**config.mk**
```make
export PLATFORM = sky130hd
export DESIGN_NAME = fetch_unit_flat
export DESIGN_NICKNAME = d
export VERILOG_FILES = /design/src/rtl/fetch_unit_pkg.sv /design/src/rtl/fetch_unit_if.sv /design/src/rtl/fetch_target_calc.sv /design/src/rtl/fetch_unit.sv /design/src/flat_wrapper.sv
export SDC_FILE = /design/constraint.sdc
export NUM_CORES = 1
export LEC_CHECK = 0
export BUFFER_PORTS_ARGS = -buffer_cell sky130_fd_sc_hd__buf_2
export CAP_MARGIN = 20
export CORE_ASPECT_RATIO = 1.2
export CORE_UTILIZATION = 30
export CTS_CLUSTER_SIZE = 16
export DETAILED_ROUTE_END_ITERATION = 10
export HOLD_SLACK_MARGIN = 0.03
export REMOVE_ABC_BUFFERS = 1
export SETUP_SLACK_MARGIN = 0.15
export SLEW_MARGIN = 25
export SYNTH_ARGS = -nofsm -noshare
export SYNTH_HDL_FRONTEND = slang
export SYNTH_SLANG_ARGS = --single-unit
export TNS_END_PERCENT = 10
```
**constraint.sdc**
```tcl
create_clock -name clk -period 5.66 [get_ports clk]
set_clock_uncertainty 0.15 [all_clocks]
set_input_delay 1.132 -clock clk [delete_from_list [all_inputs] [get_ports clk]]
set_output_delay 1.132 -clock clk [all_outputs]
set_load 0.005 [all_outputs]
```
**src/rtl/fetch_unit_pkg.sv**
```systemverilog
// fetch_unit_pkg: fetch FSM state encodings and the NOP bubble constant
package fetch_unit_pkg;
  typedef enum logic [1:0] {FETCH_ISSUE = 2'd0, FETCH_WAIT = 2'd1, FETCH_FULL = 2'd2} fetch_state_t;
  localparam logic [31:0] NOP = 32'h0000_0000;
endpackage

```
**src/rtl/fetch_unit_if.sv**
```systemverilog
// fetch_unit_if: imem valid/ready request (req_valid, req_ready, addr) and valid response (resp_valid, resp_data)
interface fetch_unit_if;
  logic req_valid;
  logic req_ready;
  logic [31:0] addr;
  logic resp_valid;
  logic [31:0] resp_data;
  modport master(output req_valid, addr, input req_ready, resp_valid, resp_data);
  modport slave(input req_valid, addr, output req_ready, resp_valid, resp_data);
endinterface

```
**src/rtl/fetch_target_calc.sv**
```systemverilog
// fetch_target_calc: redirect target from pc_id/instr_id/jr_pc/branch_offset, priority jump_reg > jump_target > branch
module fetch_target_calc (
  input  logic [31:0] pc_id,
  input  logic [31:0] instr_id,
  input  logic [31:0] jr_pc,
  input  logic [31:0] branch_offset,
  input  logic        jump_target,
  input  logic        jump_reg,
  output logic [31:0] target
);
  logic [31:0] pc4;
  assign pc4 = pc_id + 32'd4;
  assign target = jump_reg ? (jr_pc & ~32'd3) :
                  jump_target ? ((pc4 & 32'hF000_0000) | ((instr_id << 2) & 32'h0FFF_FFFC)) :
                  pc4 + branch_offset;
endmodule

```
**src/rtl/fetch_unit.sv**
```systemverilog
// fetch_unit: MIPS fetch stage (clk, rst active-low, imem master, decode redirects in, instr_id/pc_id/id_valid out)
module fetch_unit
  import fetch_unit_pkg::*;
#(
  parameter logic [31:0] RESET_PC = 32'h0000_0000
) (
  input  logic         clk,
  input  logic         rst,
  fetch_unit_if.master imem,
  input  logic         stall,
  input  logic         jump_branch,
  input  logic         jump_target,
  input  logic         jump_reg,
  input  logic [31:0]  jr_pc,
  input  logic [31:0]  branch_offset,
  output logic [31:0]  instr_id,
  output logic [31:0]  pc_id,
  output logic         id_valid
);
  fetch_state_t state, state_nxt;
  logic [31:0] npc, pc_req, tgt, buf_data, new_instr, target;
  logic ds_pending, id_free, accept, have_new, redirect;
  fetch_target_calc u_target (
    .pc_id(pc_id),
    .instr_id(instr_id),
    .jr_pc(jr_pc),
    .branch_offset(branch_offset),
    .jump_target(jump_target),
    .jump_reg(jump_reg),
    .target(target)
  );
  always_comb begin
    id_free = ~id_valid | ~stall;
    accept = state == FETCH_ISSUE && imem.req_ready;
    have_new = state == FETCH_FULL || (state == FETCH_WAIT && imem.resp_valid);
    new_instr = state == FETCH_FULL ? buf_data : imem.resp_data;
    redirect = id_valid & ~stall & (jump_target | jump_branch);
    imem.req_valid = rst && state == FETCH_ISSUE;
    imem.addr = npc;
    state_nxt = state == FETCH_ISSUE ? (imem.req_ready ? FETCH_WAIT : FETCH_ISSUE) :
                state == FETCH_WAIT  ? (imem.resp_valid ? (id_free ? FETCH_ISSUE : FETCH_FULL) : FETCH_WAIT) :
                (id_free ? FETCH_ISSUE : FETCH_FULL);
  end
  always_ff @(posedge clk) begin
    if (!rst) begin
      state <= FETCH_ISSUE;
      npc <= RESET_PC;
      pc_req <= '0;
      tgt <= '0;
      buf_data <= NOP;
      ds_pending <= 1'b0;
      instr_id <= NOP;
      pc_id <= '0;
      id_valid <= 1'b0;
    end else begin
      state <= state_nxt;
      if (accept) begin
        pc_req <= npc;
        npc <= ds_pending ? tgt : npc + 32'd4;
        ds_pending <= 1'b0;
      end
      if (redirect) begin
        if (pc_req == pc_id + 32'd4 || accept) npc <= target;
        else begin
          ds_pending <= 1'b1;
          tgt <= target;
        end
      end
      if (state == FETCH_WAIT && imem.resp_valid && !id_free) buf_data <= imem.resp_data;
      if (id_free) begin
        instr_id <= have_new ? new_instr : NOP;
        id_valid <= have_new;
        if (have_new) pc_id <= pc_req;
      end
    end
  end
endmodule

```
**src/flat_wrapper.sv**
```systemverilog
// flat-port wrapper written by rule: the top's interface ports become plain ports
module fetch_unit_flat import fetch_unit_pkg::*;
#(
  parameter logic [31:0] RESET_PC = 32'h0000_0000
)
  (clk, rst, stall, jump_branch, jump_target, jump_reg, jr_pc, branch_offset, instr_id, pc_id, id_valid, imem_req_valid, imem_addr, imem_req_ready, imem_resp_valid, imem_resp_data);
  fetch_unit_if imem_i ();
  input  logic clk;
  input  logic rst;
  input  logic stall;
  input  logic jump_branch;
  input  logic jump_target;
  input  logic jump_reg;
  input  logic [31:0] jr_pc;
  input  logic [31:0] branch_offset;
  output logic [31:0] instr_id;
  output logic [31:0] pc_id;
  output logic id_valid;
  output wire logic [$bits(imem_i.req_valid)-1:0] imem_req_valid;
  output wire logic [$bits(imem_i.addr)-1:0] imem_addr;
  input wire logic [$bits(imem_i.req_ready)-1:0] imem_req_ready;
  input wire logic [$bits(imem_i.resp_valid)-1:0] imem_resp_valid;
  input wire logic [$bits(imem_i.resp_data)-1:0] imem_resp_data;
  assign imem_req_valid = imem_i.req_valid;
  assign imem_addr = imem_i.addr;
  assign imem_i.req_ready = imem_req_ready;
  assign imem_i.resp_valid = imem_resp_valid;
  assign imem_i.resp_data = imem_resp_data;
  fetch_unit #(.RESET_PC(RESET_PC)) u_core (.clk(clk), .rst(rst), .imem(imem_i), .stall(stall), .jump_branch(jump_branch), .jump_target(jump_target), .jump_reg(jump_reg), .jr_pc(jr_pc), .branch_offset(branch_offset), .instr_id(instr_id), .pc_id(pc_id), .id_valid(id_valid));
endmodule
```
==> key figures <==
Status
  • Status: finished, final reports clean

Clock tree
  • Clock sinks: 196
  • Number of buffers created by CTS: 17
  • Cts repair resizes: 0
  • Post-CTS setup buffers: 0
  • Clock Tree Root: clkbuf_16
  • TritonCTS clock tree: built
  • CTS clk-pin slew, worst paths: 80 ps
  • CTS hold repair buffers: 0
  • H-tree depth: 4
  • Clk buf depth: 2
  • Clk Latency, worst-skew pair: 450 ps

GRT
  • Largest net degree at the start of global routing: 83
  • Total track usage: 21.88%
  • Vias in the first global route: 12,160
  • Total gr overflow: 0
  • Initial antenna violation count: 6
  • First-pass GRT wire length: 71,130 um

Floorplanning
  • Io pins: 202
  • Die H: 224.2 um
  • Area of the core: 0.04064 mm^2
  • Die width: 187.2 um
  • Std cell rows: 81
  • Die area: 0.04196 mm^2
  • Initial core utilization: 30.37%

Timing
  • Crit path time final: 5092 ps
  • RSZ-0062 raised after global routing: false
  • Hold Vio Cnt, Final: 0
  • F_max: 196.4 MHz
  • Final Cycle Share: 89.97%
  • Setup TNS: 0 ps
  • Setup-failing EPs final: 0
  • Worst-margin pin slew: 1042 ps
  • Max_slew headroom: 29.87%
  • Max Slew Vio Count: 0

Synth
  • Synth warn: 0
  • EDFF count, synth: 0
  • Main synth FF type: dfxtp_1
  • Post-Syn Area: 0.01234 mm^2
  • Syn avg cell area: 7.526 um^2
  • Cell count after synthesis: 1,640
  • FFs w/ async S/R, synth: 0%
  • FF+latch count, synth: 196
  • Seq/Total Area, Yosys: 31.79%
  • Unique masters post-synth: 85

Power and ir drop
  • Combinational power share: 11.1%
  • P_leak: 5.836 nW
  • Clock power share: 43.0%
  • Flop pwr share: 45.9%
  • NetSw: 0.8562 mW
  • Peak supply drop: 150.5 uV
  • P per Cell Area: 215.2 mW/mm^2
  • Total Power: 3.090 mW
  • Sw Ratio: 27.71%
  • Int Power: 2.234 mW

Setup path
  • Worst Path Arrival: 5290 ps
  • WS Path Type: flip-flop to flip-flop
  • Critical Path Source Type: flip-flop
  • R2R depth: 14
  • Crit end category: flip-flop
  • Crit Path Max Fanout: 11
  • Reg2reg end: u_core.tgt[31]
  • Worst path required time: 5860 ps
  • FF-to-FF setup slack: 570 ps
  • Reg2reg start: u_core.pc_id[2]

Placed design
  • Detailed placer's ending HPWL: 34,540 um
  • Gpl congestion: 0.9363
  • Port bufs: 199

Min path
  • Worst Hold End: u_core.buf_data[0]
  • Worst Hold Class: flip-flop to flip-flop
  • Worst Hold Launch: u_core.buf_data[0]
  • Hold depth: 2

Route
  • Via count: 12,600
  • Drt initial violations: 983
  • Antenna Violating Nets Remaining: 0
  • Via density: 5.442
  • Wire per inst: 20.00 um
  • Pre-Repair DR Iteration Count: 5
  • Remaining DRCs: 0
  • Total Routed Length: 46,320 um

Cells and area
  • Area growth syn-to-layout: 16.34%
  • Layout fillers: 4,347
  • Nets: 1,909
  • Share of cells above drive strength 1: 16.50%

Run
  • Max cap viols: 0
-- worst max-delay path, cell delays in order (launching register included) --
cell      delay (ps)
dfxtp_1          620
ha_1             390
nand3_1          250
nor4_1           550
xor2_1           250
ha_1             360
a211oi_1         360
o211ai_1         150
a221oi_1         290
o211ai_1         270
a41oi_1          370
o21ai_0          210
xnor2_1          190
o311a_1          340
a211oi_1         240
-- cell families (layout without fill, tap and decap cells) --
family          count (synthesis)  count (layout)  synth area share, %
simple gates                  631             631                23.56
mux                            61              61                4.987
flops                         196             196                31.79
compound gates                483             483                24.18
fa+ha+maj                      42              42                4.318
xor+xnor                       77              77                6.173
other cells                     0               1                    0
buf+inv                       150             286                4.997
-- final cells by class --
type | instances | area [um^2] | share of cell area [%]
multi-input combinational | 1294 | 7823 | 54.47
sequential | 196 | 3925 | 27.33
timing repair buffer | 226 | 1199 | 8.347
tap | 539 | 674.4 | 4.696
clock buffer | 19 | 442.9 | 3.084
clock inverter | 13 | 186.4 | 1.298
inverter | 28 | 107.6 | 0.7493
antenna | 1 | 2.502 | 0.01743
-- cell usage in the layout, fill, tap and decap left out, drive strengths merged, types with 6 or more instances in the layout --
master  instances
clkbuf         19
nand2b         11
a22oi           7
a21o           17
nand3          62
ha             41
dfxtp         196
a31oi          17
nand2         334
o21bai          6
o211ai         19
nand4          27
buf           226
inv            34
a21oi         194
mux2i          57
and3           15
nor2           79
a311oi         10
and4            8
nor4           14
o22ai           7
nor3           43
xnor2          41
o21ai         107
a211oi         25
xor2           30
o21a           13
and2           14
o221ai         10
-- power groups by stage --
stage                     registers (mW)  logic [mW]  clock network, mW
after floorplan                     1.44       0.169                  0
after global placement              1.45       0.335                  0
after detailed placement            1.45       0.338                  0
after CTS                           1.42       0.340               1.36
after global routing                1.42       0.369               1.41
final                               1.42       0.342               1.33
-- metal layers --
metal	up-vias	track usage [%]	share of wire, %	routed length, um
met1	5908	26.74	41	19140
met3	101	3.995	6.8	3147
met2	481	36.83	48	22010
met5	-	0	0.086	40
met4	8	10.74	4.3	1978
li1	6105	-	-	-
-- flip-flops by register name, indices dropped and copies added, names as in the netlist, 2 cells and up --
name,cells
u_core.state,2
u_core.tgt,32
u_core.buf_data,32
u_core.imem.addr,32
u_core.pc_req,32
u_core.instr_id,32
u_core.pc_id,32
-- synthesized netlist by cell type, types with 5 or more instances --
cell	count	area, um^2
nand2_1	332	1246
dfxtp_1	196	3924
a21oi_1	194	970.9
o21ai_0	105	525.5
clkbuf_1	84	315.3
nor2_1	79	296.5
nand3_1	62	310.3
mux2i_1	57	570.6
ha_1	41	513.0
xnor2_1	41	359.1
nor3_1	40	200.2
xor2_1	30	262.8
inv_1	25	93.84
a211oi_1	24	180.2
nand4_1	24	150.1
o211ai_1	19	142.6
a21o_1	17	127.6
a31oi_1	17	106.4
and3_1	15	93.84
buf_1	15	56.30
and2_1	14	87.58
buf_2	13	65.06
o21a_1	13	97.59
nand2b_1	11	68.82
nor4_1	11	68.82
o221ai_1	10	87.58
a311oi_1	9	78.83
a22oi_1	7	52.55
and4_1	7	61.31
o22ai_1	7	43.79
o21bai_1	6	45.04
a221oi_1	5	43.79
buf_4	5	37.54
nor2b_1	5	31.28
o211a_1	5	50.05
or3_1	5	31.28
-- per-stage QoR --
step | cell area [um^2] | hold WS, ps | std cells | worst slack [ps] | utilization [%]
3_3_place_gp | 13720 | 284.6 | 2283 | 720.4 | 33.77
3_5_place_dp | 13730 | 293.9 | 2283 | 669.8 | 33.78
5_1_grt | 14360 | 320.1 | 2315 | 255.3 | 35.33
4_1_cts | 14360 | 305.7 | 2315 | 596.3 | 35.33
6_report | 14360 | 303.5 | 2316 | 567.8 | 35.33
2_1_floorplan | 11830 | 285.0 | 1518 | 437.9 | -
-- how the worst max path moves through the flow --
stage                               start                  to  slack (ps)  depth (start not counted)
after floorplan                       rst  u_core.instr_id[0]         440                          4
after global placement    u_core.pc_id[2]      u_core.tgt[31]         720                         14
after detailed placement  u_core.pc_id[2]      u_core.tgt[31]         670                         14
after CTS                 u_core.pc_id[2]      u_core.tgt[31]         600                         14
after global routing      u_core.pc_id[2]      u_core.tgt[31]         260                         14
final                     u_core.pc_id[2]      u_core.tgt[31]         570                         14
Note: power is estimated with default switching activity, not from simulation.
